**src/rtl/aes_selftest_seq.sv**
```systemverilog
// Built-in self-test sequencer: one encrypt-then-decrypt pass through the AES cores
// in a latched key-size mode, with pass/fail flags, done pulse and a pass counter.
module aes_selftest_seq #(
   parameter int DATA_W    = 128,
   parameter int LAT_EXTRA = 2,
   parameter int CNT_W     = 8
) (
   input  logic              clk,
   input  logic              rst_n,
   input  logic              start,
   input  logic              abort,
   input  logic [1:0]        mode,
   input  logic [DATA_W-1:0] pt,
   input  logic [DATA_W-1:0] exp_ct,
   input  logic [DATA_W-1:0] enc_out,
   input  logic [DATA_W-1:0] dec_out,
   output logic              enc_en,
   output logic              dec_en,
   output logic [1:0]        core_sel,
   output logic [DATA_W-1:0] dec_in,
   output logic [3:0]        nr_out,
   output logic              busy,
   output logic              done,
   output logic              enc_ok,
   output logic              dec_ok,
   output logic              mode_err,
   output logic [CNT_W-1:0]  pass_cnt,
   output logic [7:0]        result_byte
);

   typedef enum logic [1:0] {IDLE, ENC, DEC, DONE} state_t;

   state_t            state, state_nxt;
   logic [4:0]        cnt;
   logic [4:0]        lat_last;
   logic [3:0]        nr_sel;
   logic [DATA_W-1:0] pt_lat;
   logic [DATA_W-1:0] ct_lat;
   logic              accept;
   logic              bad_req;
   logic              last_cycle;

   // Core latency is counted from the latched Nr so a mid-run mode change cannot stretch it
   assign lat_last   = 5'(nr_out) + 5'(LAT_EXTRA) - 5'd1;
   assign last_cycle = (cnt == lat_last);

   always_comb begin
      case (mode)
         2'b00:   nr_sel = 4'd10;
         2'b01:   nr_sel = 4'd12;
         default: nr_sel = 4'd14;
      endcase
   end

   always_ff @(posedge clk or negedge rst_n) begin
      if (!rst_n) state <= IDLE;
      else        state <= state_nxt;
   end

   always_comb begin
      state_nxt = state;
      enc_en    = 1'b0;
      dec_en    = 1'b0;
      busy      = 1'b0;
      done      = 1'b0;
      accept    = 1'b0;
      bad_req   = 1'b0;
      case (state)
         IDLE: begin
            if (start && !abort) begin
               if (mode != 2'b11) begin
                  accept    = 1'b1;
                  state_nxt = ENC;
               end else begin
                  bad_req = 1'b1;
               end
            end
         end
         ENC: begin
            enc_en = 1'b1;
            busy   = 1'b1;
            if (abort)           state_nxt = IDLE;
            else if (last_cycle) state_nxt = DEC;
         end
         DEC: begin
            dec_en = 1'b1;
            busy   = 1'b1;
            if (abort)           state_nxt = IDLE;
            else if (last_cycle) state_nxt = DONE;
         end
         DONE: begin
            busy      = 1'b1;
            done      = 1'b1;
            state_nxt = IDLE;
         end
         default: state_nxt = IDLE;
      endcase
   end

   // Plaintext and expected ciphertext are latched at start so board-side changes during a run are ignored
   always_ff @(posedge clk or negedge rst_n) begin
      if (!rst_n) begin
         cnt         <= '0;
         core_sel    <= '0;
         nr_out      <= '0;
         pt_lat      <= '0;
         ct_lat      <= '0;
         dec_in      <= '0;
         enc_ok      <= 1'b0;
         dec_ok      <= 1'b0;
         mode_err    <= 1'b0;
         pass_cnt    <= '0;
         result_byte <= '0;
      end else begin
         case (state)
            IDLE: begin
               if (accept) begin
                  core_sel <= mode;
                  nr_out   <= nr_sel;
                  pt_lat   <= pt;
                  ct_lat   <= exp_ct;
                  enc_ok   <= 1'b0;
                  dec_ok   <= 1'b0;
                  mode_err <= 1'b0;
                  cnt      <= '0;
               end else if (bad_req) begin
                  mode_err <= 1'b1;
               end
            end
            ENC: begin
               if (abort) begin
                  enc_ok <= 1'b0;
                  dec_ok <= 1'b0;
                  cnt    <= '0;
               end else if (last_cycle) begin
                  dec_in      <= enc_out;
                  enc_ok      <= (enc_out == ct_lat);
                  result_byte <= enc_out[DATA_W-1 -: 8];
                  cnt         <= '0;
               end else begin
                  cnt <= cnt + 5'd1;
               end
            end
            DEC: begin
               if (abort) begin
                  enc_ok <= 1'b0;
                  dec_ok <= 1'b0;
                  cnt    <= '0;
               end else if (last_cycle) begin
                  dec_ok      <= (dec_out == pt_lat);
                  result_byte <= dec_out[DATA_W-1 -: 8];
                  cnt         <= '0;
               end else begin
                  cnt <= cnt + 5'd1;
               end
            end
            DONE: begin
               if (enc_ok && dec_ok) pass_cnt <= pass_cnt + 1'b1;
            end
            default: cnt <= '0;
         endcase
      end
   end

endmodule

```
**config.mk**
```make
export PLATFORM = sky130hd
export DESIGN_NAME = aes_selftest_seq
export DESIGN_NICKNAME = d
export VERILOG_FILES = /design/src/rtl/aes_selftest_seq.sv
export SDC_FILE = /design/constraint.sdc
export NUM_CORES = 1
export LEC_CHECK = 0
export ABC_AREA = 1
export BUFFER_PORTS_ARGS = -buffer_cell sky130_fd_sc_hd__buf_2
export CAP_MARGIN = 20
export CORE_AREA = 3 3 263 265
export DETAILED_ROUTE_END_ITERATION = 12
export DIE_AREA = 0 0 266 268
export GPL_TIMING_DRIVEN = 0
export MAX_ROUTING_LAYER = met4
export PLACE_DENSITY = 0.49
export SLEW_MARGIN = 20
export SYNTH_ARGS = -nofsm -noshare
export SYNTH_HDL_FRONTEND = slang
export SYNTH_SLANG_ARGS = --single-unit
```
**constraint.sdc**
```tcl
create_clock -name clk -period 2.3 [get_ports clk]
set_clock_uncertainty 0.05 [all_clocks]
set_input_delay 0.23 -clock clk [delete_from_list [all_inputs] [get_ports clk]]
set_output_delay 0.23 -clock clk [all_outputs]
set_load 0.02 [all_outputs]
```
==> summary by stage, run 1 <==
Timing
The number of endpoints with negative hold slack in the final report is 0. The minimum clock period after layout is around 2100 ps. The number of setup violations in the final report is 0. Based on the critical path, the design can be clocked at up to 466 MHz. Setup repair after global routing could not meet its margin everywhere.

Setup slack on the critical path of the routed design comes to around 160 ps. The final worst-path cycle share is about 93%. The max-slew violation count came to 0. The worst pin sits at a relative slew slack of between 50% and 60%. At the pin with the least slew margin, the transition time is ~630 ps.

Final layout
Excluding fillers, the count of instances in the completed layout stands at around 4600. The share of the core filled with cells in the final layout is a little under half. The net count reported at finish is between 4000 and 5000. The area added between synthesis and finish is 51.4%. Of the cells placed in the final design, the portion with a size suffix greater than 1 is 24.4%.

GRT
The global routing usage summed across all routing layers is between 20% and 30%. The number of global-route vias before repair is 20700. The number of antenna violations at the first check in global routing is 19. The first global-routing pass estimated roughly 130000 um of wire. Entering global routing, the biggest net connects 90 pins.

Global routing finished with a remaining overflow of 0.

Logic synthesis
Yosys mapped the design onto 30 distinct sky130hd cell types. The synthesized netlist occupies a cell area of between 20000 and 25000 sq um. The area share of the leading cell type in the synthesized netlist is ~52%. Ranked by total cell area, the synthesized netlist is headed by dfrtp_1, nand2_1, inv_1, o21ai_0, xnor2_1. The flip-flop cell with the highest count after synthesis is dfrtp_1. The fraction of registers with async set or reset after synthesis is 100%. The commonest cells after synthesis are nand2_1, dfrtp_1, inv_1. The number of enable-type register cells in the synthesized netlist is 0. The net count after synthesis is 3038. The share of synthesized area occupied by flip-flops and latches is between 50% and 60%. A synthesized cell averages roughly 8.0 sq um. The gate count of the mapped netlist is between 2000 and 3000.

The cell accounting for the most synthesized area is dfrtp_1. The synthesis warning total is 0. The number of synthesized register bits is 415.

The most common cell in the netlist is nand2_1.

Setup path
In this run the critical register-to-register path is launched from state[1]$_DFFE_PN0P_. STA classifies the critical path startpoint as a register. The combined buffer and inverter count along the critical path is 4. Of all nets on the critical path, the largest fanout is 10. The worst setup path is captured at a register. In this design, the stage delay of the slowest critical-path cell is 420 ps. The launching element of the worst setup path is state[1]$_DFFE_PN0P_. The gate family responsible for the most delay along the worst path is buffers and inverters. For this design, the slowest cell found on the critical path is dfrtp_1.

The critical path data arrival time is ~2600 ps. The critical path is of the reg2reg type. The register-to-register setup slack is between 150 and 200 ps. Walking the worst path, the cells encountered are inv_1 > ha_2 > inv_1 > nor2_4 > clkbuf_4 > buf_2 > nand2_1 > nand2_1. The required time of the critical path is 2760 ps.

CTS
The number of buffers on the longest clock path is 3. Clock-pin slew was measured on the worst setup and hold paths at approximately 60 ps. The number of H-tree branching levels is 2. The clock net in this run drives a total of 415 sinks. The library cell used as clock root buffer is clkbuf_16. TritonCTS built the clock tree. The insertion delay to the later sink of the worst-skew pair is approximately 600 ps. The number of clock buffers added by TritonCTS is 50.

Placed design
The total of buffers placed on input and output ports is around 670. In this run, placement finished with an instance count of 4063. The worst slack after detailed placement is -705 ps.

Detailed placement finished with a half-perimeter wire length of 68900 um. The final weighted congestion in routability-driven placement is about 0.9.

Route
The number of search-and-repair iterations in the first detailed-routing pass is 5. The detailed router placed around 20000 vias in this run. Summed over all nets, wire length on met3 after detailed routing comes to 5900 um. For this block, wires on met1 add up to between 30000 and 40000 um. The routed length per instance is 19.6 um. The via-per-instance ratio is about 4.4. After detailed routing, the number of remaining DRC violations is 0. In this run, the number of DRC markers left after iteration 0 of detailed routing was 1073. The uppermost metal layer occupied by signal nets is met4. The length of routed met2 wiring is about 44000 um. The count of nets left with antenna violations after detail routing is 0.

The final routed wirelength across all metal layers is 89200 um.

Outcome
The flow ran to the end, and the final reports show no timing, DRC or antenna violations.

Die
Once the floorplan was initialized, standard cells occupied approximately 30% of the core. The die is 266 um wide. The die covers between 70000 and 80000 sq um. The number of top-level pins is slightly below 700. In this run the core area contains 95 standard-cell rows. The total area inside the core boundary comes to between 60000 and 70000 sq um.

Measured along the y axis, the die boundary spans between 200 and 300 um.

Min path
The class of the tightest hold or removal check is in2reg. The startpoint identified for the worst hold timing path is dec_out[124].

Pwr
The leakage power is approximately 16 nW. In this run the power density over the cells is 961 nW/um^2. The worst voltage drop across the vdd grid is 552 uV.

Job
The max-cap violation count is 0.
-- layout make-up --
type | instances | area, sq um
Fill cell | 6812 | 36700
Tap cell | 873 | 1090
Clock inverter | 10 | 100
Inverter | 354 | 1330
Multi-Input combinational cell | 1661 | 7940
Sequential cell | 415 | 10400
Antenna cell | 19 | 47.5
Timing Repair Buffer | 1068 | 7420
Buffer | 82 | 483
Clock buffer | 79 | 1530
-- power breakdown --
| group | switching [W] | leakage, nW | internal [W] | total (W) |
|---|---|---|---|---|
| combinational | 0.00561 | 10.2 | 0.00388 | 0.00950 |
| sequential | 0.00162 | 5.38 | 0.00997 | 0.0116 |
| clock | 0.00328 | 0.810 | 0.00476 | 0.00805 |
-- path summary, 6_finish.rpt --
path | end | cells past startpoint
worst max-delay path | ct_lat[91]$_DFFE_PN0P_ | 8
worst min-delay path | result_byte[4]$_DFFE_PN0P_ | 6
worst max register to register | ct_lat[91]$_DFFE_PN0P_ | 8
worst min register to register | core_sel[0]$_DFFE_PN0P_ | 2
max in group asynchronous | pt_lat[58]$_DFFE_PN0P_ | 4
min in group asynchronous | ct_lat[54]$_DFFE_PN0P_ | 2
-- per-layer routing --
| metal | vias up | GRT usage, % |
|---|---|---|
| met2 | 642 | 43.7 |
| li1 | 9937 | - |
| met1 | 9240 | 29.6 |
| met4 | 0 | 7.26 |
| met5 | - | - |
| met3 | 117 | 5.91 |
-- layout by cell type, fill, tap and decap left out, types with 21 or more instances in the layout --
master	count
clkbuf_2	22
clkbuf_1	23
nand2_1	1034
dlygate4sd3_1	389
nand3_1	21
nor2_1	111
buf_2	700
o21ai_0	245
mux2_2	23
mux2_4	32
clkbuf_16	53
dfrtp_1	415
inv_1	350
xnor2_1	97
nand4_1	34
-- tightest hold or removal path: stages --
cell     delay [ps]
buf_2           120
inv_1            50
nand2_1          40
o21ai_0          70
nand2_1          60
o21a_1           90
-- what timing repair did --
item                                    CTS  global route
endpoints found under the hold margin   654             0
endpoints found under the setup margin  351           260
setup buffers                             1             0
resized for setup                        26            43
pin swaps                                 1             0
hold buffers                            389             0
-- kinds of logic (layout without fill, tap and decap cells) --
logic type | after synthesis | after routing | synth area share [%]
compound gates | 274 | 274 | 7.10
xor+xnor | 106 | 106 | 4.64
fa+ha+maj | 8 | 8 | 0.500
buf+inv | 436 | 1593 | 8.65
flops | 415 | 415 | 51.9
mux | 55 | 55 | 3.69
other cells | 1 | 20 | 0.0187
simple gates | 1217 | 1217 | 23.5
-- flip-flops by register name (all words and copies together) (netlist names) --
signal / flops
cnt: 5
core_sel: 2
ct_lat: 128
dec_in: 128
dec_ok: 1
enc_ok: 1
mode_err: 1
nr_out: 3
pass_cnt: 8
pt_lat: 128
result_byte: 8
state: 2
-- stage by stage --
step	setup TNS (ps)	total power, W	hold WS (ps)	cell area, sq um
final	0	0.0291	47.5	30300
after global routing	-21.7	0.0313	52.4	30300
after detailed placement	-108520	0.0207	98.7	24600
after CTS	0	0.0295	2.58	30200
after floorplan	0	0.0171	-116	20000
after global placement	-3515120	0.0206	373	24500
(Power assumes the default switching activity.)
==> inputs of run 2 (changes only) <==
--- a/config.mk
+++ b/config.mk
@@ -8,12 +8,12 @@
 export ABC_AREA = 1
 export BUFFER_PORTS_ARGS = -buffer_cell sky130_fd_sc_hd__buf_2
 export CAP_MARGIN = 20
-export CORE_AREA = 3 3 263 265
+export CORE_AREA = 3 3 261 263
 export DETAILED_ROUTE_END_ITERATION = 12
-export DIE_AREA = 0 0 266 268
+export DIE_AREA = 0 0 264 266
 export GPL_TIMING_DRIVEN = 0
 export MAX_ROUTING_LAYER = met4
-export PLACE_DENSITY = 0.49
+export PLACE_DENSITY = 0.51
 export SLEW_MARGIN = 20
 export SYNTH_ARGS = -nofsm -noshare
 export SYNTH_HDL_FRONTEND = slang
==> constraint.sdc (replaced) <==
create_clock -name clk -period 1.9 [get_ports clk]
set_clock_uncertainty 0.05 [all_clocks]
set_input_delay 0.19 -clock clk [delete_from_list [all_inputs] [get_ports clk]]
set_output_delay 0.19 -clock clk [all_outputs]
set_load 0.02 [all_outputs]
==> run 2 against run 1 <==
  * Combinational power is 26% higher
  * Final cell count hardly changed
  * Total power is 23% higher
  * First-iteration DRC count is 7.0% higher
  * Register-to-register slack worse by 99 ps
  * Critical path type is now reg2out
  * Largest cell class unchanged
==> summary by stage, run 2 (synthesized netlist as in run 1, its figures left out) <==
Outcome
Result of the run: finished, final reports clean (unchanged).

Final layout
Commonest non-fill, non-tap cells in the layout: nand2_1, buf_2, dfrtp_1 (unchanged). The area taken by multi-input logic gates is 8130 sq um (was 7940 sq um). The count of non-filler cells in the finished layout is 4563 (was 4561).

The area added between synthesis and finish is 54.8% (was 51.4%). The net count reported at finish is 4173 (was 4158). The sequential cell area in the final layout came to 10400 sq um (about the same). Top flop regs: ct_lat (128), dec_in (128), pt_lat (128) (unchanged). The share of cells above drive strength 1 is 25.9% (was 24.4%). The most common cell after layout, fill and taps aside is nand2_1 (unchanged). The number of filler instances in the final layout was 6635 (was 6812).

Timing
The transition at the pin with the smallest max-transition slack is 552 ps (was 633 ps). The max-slew violation count is 0 (unchanged). In the finished design, the share of the clock period the worst path needs comes to a little over nine tenths. The number of setup violations in the final report is 0 (unchanged). Based on the critical path, the design can be clocked at up to around 540 MHz.

The number of endpoints with negative hold slack in the final report is 0 (unchanged). The worst slew slack as a fraction of its limit came to 63.2% (was 57.8%). The minimum clock period after layout is roughly 1800 ps. RSZ-0062 raised after global routing: yes (unchanged). The worst path setup slack after routing is 57.3 ps (was 156 ps).

Placed design
The total instance count after detailed placement is 4054 (was 4063). The total of buffers placed on input and output ports is 673 (unchanged). The final weighted congestion in routability-driven placement came to 0.943 (was 0.915).

The worst slack after detailed placement is -1270 ps (was -705 ps). The half-perimeter wire length after placement came to 68700 um (was 68900 um).

GRT
The largest net degree at the start of global routing came to 90 (unchanged). The global route total overflow is 0 (unchanged). The number of antenna violations at the first check in global routing was 19 (unchanged). The number of global-route vias before repair is 21200 (was 20700).

The first-pass GRT wire length was 132000 um (was 129000 um). The global routing usage summed across all routing layers is 26.0% (was 25.3%).

Die
The height of the die is 266 um (was 268 um). The number of top-level pins came to 675 (unchanged). The effective utilization at floorplan is 30.4% (was 29.9%).

The total die area is 70200 sq um (was 71300 sq um). The number of placement rows is 94 (was 95). The standard cell core area is 65900 sq um (was 67000 sq um). The die width came to 264 um (was 266 um).

Setup path
The critical path's slowest cell is dfrtp_2 (was dfrtp_1). The type of destination of the critical path is a primary output (was register). The largest stage delay on the critical path is 450 ps (was 420 ps). The biggest fanout along the worst timing path is 3 (was 10). The critical path data arrival time is 1600 ps (was 2610 ps).

The required time of the critical path is 1660 ps (was 2760 ps). The type of the worst setup path is reg2out (was reg2reg). Crit-path cells: buf_4 > ha_2 > buf_4 (was inv_1 > ha_2 > inv_1 > nor2_4 > clkbuf_4 > buf_2 > nand2_1 > nand2_1). The critical path startpoint category is a register (unchanged). In this design, the critical path's most frequently occurring cell is buf_4.

CTS
The clock tree from TritonCTS was done (unchanged). The clock transition at the register clock pins on the worst setup and hold paths after CTS is 60 ps (about the same). The number of buffers on the longest clock path is 3 (unchanged). The number of H-tree branching levels is 2 (unchanged). The number of buffers created by CTS is 50 (unchanged). The insertion delay to the later sink of the worst-skew pair is 590 ps (about the same). The library cell used as clock root buffer is clkbuf_16 (unchanged).

The count of clock tree sinks is 415 (unchanged).

Route
The routed length per instance is 19.9 um (was 19.6 um). The number of remaining DRC errors is 0 (unchanged). The first-iteration detailed-routing DRC count is 1148 (was 1073).

The final routed wirelength across all metal layers came to 90800 um (was 89200 um). The number of search-and-repair iterations in the first detailed-routing pass is 5 (unchanged). The count of nets left with antenna violations after detail routing was 0 (unchanged). The via-per-instance ratio is 4.45 (was 4.37). The total via count after detailed routing is 20300 (was 19900).

Pwr
The leakage power is 16.7 nW (was 16.4 nW). The worst voltage drop across the vdd grid came to 787 uV (was 552 uV). The power density over the cells was 1150 nW/um^2 (was 961 nW/um^2). The overall power of the completed layout was 0.0358 W (was 0.0291 W).

Job
The max-cap violation count was 0 (unchanged).

Min path
The class of the tightest hold or removal check was in2reg (unchanged).
-- run 2: changes by cell type in the layout (fill, tap and decap cells not counted), sizes merged --
cell | before | now
diode | 19 | 15
dlygate4sd3 | 389 | 392
clkinvlp | 0 | 1
clkinv | 8 | 10
clkbuf | 116 | 111
buf | 724 | 739
bufinv | 2 | 1
-- run 2: routing by layer --
layer / up-vias / wire, um / global-route usage [%]
met3: 163 / 6040 / 5.93
li1: 9951 / - / -
met2: 690 / 44800 / 44.1
met5: - / 0 / -
met1: 9503 / 36200 / 30.2
met4: 0 / 3710 / 9.69
-- run 2: area by class of cell --
cell class                      instances  area share [%]
Buffer                                 81            2.37
Timing Repair Buffer                 1084            24.6
Inverter                              354            4.33
Clock inverter                         12           0.295
Sequential cell                       415            33.5
Antenna cell                           15           0.121
Clock buffer                           77            5.02
Tap cell                              864            3.49
Multi-Input combinational cell       1661            26.2
-- run 2: final timing paths --
| path | from | end | slack [ps] | depth (start not counted) |
|---|---|---|---|---|
| min reg2reg | core_sel[1]$_DFFE_PN0P_ | core_sel[1]$_DFFE_PN0P_ | 420 | 2 |
| max | state[0]$_DFFE_PN0P_ | done | 60 | 3 |
| max reg2reg | state[0]$_DFFE_PN0P_ | enc_ok$_DFFE_PN0P_ | 60 | 9 |
| min in group asynchronous | rst_n | ct_lat[64]$_DFFE_PN0P_ | 60 | 2 |
| min | enc_out[126] | dec_in[126]$_DFFE_PN0P_ | 30 | 3 |
| max in group asynchronous | rst_n | pt_lat[119]$_DFFE_PN0P_ | 540 | 4 |
-- run 2: repair_timing --
| action | CTS | global route |
|---|---|---|
| pin swaps | 7 | 11 |
| hold endpoints to repair | 551 | 0 |
| endpoints found under the setup margin | 399 | 390 |
| cloned | 1 | 2 |
| buffers inserted | 8 | 3 |
| hold buffers | 392 | 0 |
| gates resized for setup | 139 | 90 |
-- run 2: metrics by stage --
| stage | util, % | TNS [ps] | cell area [sq um] | hold slack (ps) |
|---|---|---|---|---|
| 2_1_floorplan | - | 0 | 20000 | -156 |
| 3_3_place_gp | 37.2 | -3807000 | 24500 | 334 |
| 3_5_place_dp | 37.4 | -260190 | 24600 | 46.9 |
| 4_1_cts | 46.6 | -2.46 | 30700 | 7.73 |
| 5_1_grt | 47.0 | -189 | 31000 | 33.2 |
| 6_report | 47.1 | 0 | 31000 | 33.2 |
-- run 2: critical path, delay by kind of cell, from the launching register on --
kind / cells / cell delay, ps
adders and majority gates: 1 / 230
buffers and inverters: 2 / 330
DFF: 1 / 450
-- run 2: power by group --
group	total, W	internal [W]	leakage [nW]	switching (W)
registers	0.0141	0.0121	5.38	0.00200
logic	0.0120	0.00502	10.5	0.00700
clock network	0.00969	0.00574	0.819	0.00396
total	0.0358	0.0228	16.7	0.0130
==> inputs of run 3 (changes only) <==
--- a/config.mk
+++ b/config.mk
@@ -14,7 +14,8 @@
 export GPL_TIMING_DRIVEN = 0
 export MAX_ROUTING_LAYER = met4
 export PLACE_DENSITY = 0.51
-export SLEW_MARGIN = 20
+export RECOVER_POWER = 50
+export SLEW_MARGIN = 10
 export SYNTH_ARGS = -nofsm -noshare
 export SYNTH_HDL_FRONTEND = slang
 export SYNTH_SLANG_ARGS = --single-unit
==> run 3 against run 2 <==
  * Final area fell by 0.14%
  * Via count about the same
  * Combinational power barely moved
  * Non-clock buffer count rose by 10
  * Clock power fell by 2.4%
  * Sequential power about the same
  * Sequential share of layout area hardly changed
  * Die area is the same
  * Global-route usage about the same
  * Hold slack better by 13 ps
  * Wire length up 0.59%
  * Critical path type is now reg2reg
  * Critical endpoint is now dec_in[123]$_DFFE_PN0P_
  * Largest cell class unchanged
==> summary by stage, run 3 (synthesized netlist as in run 1, its figures left out) <==
Route
The first-iteration detailed-routing DRC count came to 1180 (was 1148). The final routed wirelength across all metal layers is 91300 um (was 90800 um). The count of nets left with antenna violations after detail routing came to 0 (unchanged). The routed length per instance is 19.9 um (about the same). The total via count after detailed routing was 20300 (about the same). The number of remaining DRC errors is 0 (unchanged). The via-per-instance ratio is 4.44 (was 4.45). The number of search-and-repair iterations in the first detailed-routing pass came to 5 (unchanged).

CTS
The count of clock tree sinks is 415 (unchanged). The number of buffers on the longest clock path came to 3 (unchanged). The library cell used as clock root buffer is clkbuf_16 (unchanged). The number of H-tree branching levels is 2 (unchanged).

The number of buffers created by CTS is 50 (unchanged). The clock tree from TritonCTS was done (unchanged). The insertion delay to the later sink of the worst-skew pair is 590 ps (about the same). The clock transition at the register clock pins on the worst setup and hold paths after CTS came to 60 ps (about the same).

GRT
The global routing usage summed across all routing layers came to 26.0% (about the same). The number of antenna violations at the first check in global routing was 21 (was 19). The first-pass GRT wire length is 132000 um (about the same). The largest net degree at the start of global routing is 101 (was 90).

The global route total overflow came to 0 (unchanged). The number of global-route vias before repair is 21100 (was 21200).

Final layout
The number of filler instances in the final layout is 6664 (was 6635). The most common cell after layout, fill and taps aside was nand2_1 (unchanged). The share of cells above drive strength 1 came to 22.8% (was 25.9%).

Top flop regs: ct_lat (128), dec_in (128), pt_lat (128) (unchanged). The area added between synthesis and finish is 54.6% (was 54.8%). The net count reported at finish is 4183 (was 4173).

Commonest non-fill, non-tap cells in the layout: nand2_1, buf_2, dfrtp_1 (unchanged).

Die
The height of the die is 266 um (unchanged). The standard cell core area is 65900 sq um (unchanged). The effective utilization at floorplan is 30.4% (unchanged). The total die area is 70200 sq um (unchanged). The number of placement rows is 94 (unchanged). The number of top-level pins is 675 (unchanged). The die width came to 264 um (unchanged).

Timing
The maximum clock rate is 534 MHz (was 543 MHz). The transition at the pin with the smallest max-transition slack was 1330 ps (was 552 ps). RSZ-0062 raised after global routing: yes (unchanged). The minimum clock period after layout was 1870 ps (was 1840 ps). The final worst-path cycle share was 98.6% (was 97.0%). The max-slew violation count is 0 (unchanged). The worst path setup slack after routing came to 26.4 ps (was 57.3 ps). The number of setup violations in the final report came to 0 (unchanged). The number of endpoints with negative hold slack in the final report is 0 (unchanged). The worst slew slack as a fraction of its limit is 11.5% (was 63.2%).

Placed design
The total of buffers placed on input and output ports came to 673 (unchanged). The final weighted congestion in routability-driven placement is 0.943 (unchanged). The worst slack after detailed placement is -1290 ps (was -1270 ps). The half-perimeter wire length after placement was 68500 um (was 68700 um).

Job
The max-cap violation count came to 0 (unchanged).

Setup path
The biggest fanout along the worst timing path is 7 (was 3). The required time of the critical path is 2310 ps (was 1660 ps). The critical path startpoint category was a register (unchanged). The critical path data arrival time is 2290 ps (was 1600 ps).

The type of destination of the critical path is a register (was primary output). The type of the worst setup path is reg2reg (was reg2out).

Outcome
Result of the run: finished, final reports clean (unchanged).

Pwr
The worst voltage drop across the vdd grid is 657 uV (was 787 uV). The leakage power is 16.2 nW (was 16.7 nW). The power density over the cells is 1150 nW/um^2 (about the same). The overall power of the completed layout is 0.0355 W (was 0.0358 W).

Min path
The class of the tightest hold or removal check is in2reg (unchanged).
## run 3: layer usage
metal | track usage (%) | routed length (um)
met5 | - | 0
met4 | 7.38 | 2500
met3 | 4.99 | 5480
met2 | 45.3 | 45900
met1 | 30.6 | 37400
## run 3: final timing paths
| kind | start | endpoint | slack (ps) | depth (start not counted) |
|---|---|---|---|---|
| hold reg to reg | core_sel[1]$_DFFE_PN0P_ | core_sel[1]$_DFFE_PN0P_ | 420 | 2 |
| max in group asynchronous | rst_n | pt_lat[95]$_DFFE_PN0P_ | 130 | 4 |
| setup reg to reg | state[0]$_DFFE_PN0P_ | dec_in[123]$_DFFE_PN0P_ | 30 | 8 |
| setup / recovery | state[0]$_DFFE_PN0P_ | dec_in[123]$_DFFE_PN0P_ | 30 | 8 |
| min in group asynchronous | rst_n | ct_lat[86]$_DFFE_PN0P_ | 300 | 3 |
| hold / removal | dec_out[124] | result_byte[4]$_DFFE_PN0P_ | 50 | 6 |
## run 3: power by group
part           internal, W  switching [W]  total [W]
registers           0.0121        0.00200     0.0141
clock network      0.00547        0.00399    0.00946
logic              0.00499        0.00698     0.0120
## run 3: timing repair
action / CTS / global route
pin swaps: 5 / 8
endpoints found under the hold margin: 616 / 0
cloned: 2 / 5
endpoints found under the setup margin: 399 / 386
hold buffers: 393 / 0
gates resized for setup: 156 / 90
buffers inserted: 9 / 8
## run 3: final cells by class
| type | instances | area (sq um) | share of cell area (%) |
|---|---|---|---|
| diodes | 21 | 52.6 | 0.170 |
| plain buffers | 81 | 837 | 2.70 |
| clock buffers | 75 | 1480 | 4.77 |
| clock inverters | 14 | 105 | 0.340 |
| inverters | 354 | 1340 | 4.34 |
| multi-input cells | 1661 | 8070 | 26.1 |
| flip-flops and latches | 415 | 10400 | 33.6 |
| well taps | 864 | 1080 | 3.49 |
| repair buffers | 1094 | 7590 | 24.5 |
## run 3: critical path, stage by stage, from the launching register on
cell       delay [ps]
dfrtp_1           410
buf_4             150
ha_4              170
nand2_8           100
clkinv_8           70
nand2_8           100
buf_12            190
clkbuf_16         200
mux2_4            300
## run 3: stage by stage
| stage | utilization (%) | std cells | cell area, sq um | setup TNS, ps | hold WS [ps] |
|---|---|---|---|---|---|
| detailed placement | 37.3 | 4053 | 24600 | -265850 | 21.7 |
| global route | 47.0 | 4575 | 30900 | -3300 | 53.8 |
| finish | 47.0 | 4579 | 30900 | 0 | 46.2 |
| CTS | 46.7 | 4545 | 30700 | -0.697 | 0.489 |
| floorplan | - | 2512 | 20000 | 0 | -156 |
| global placement | 37.2 | 4049 | 24500 | -3807000 | 334 |
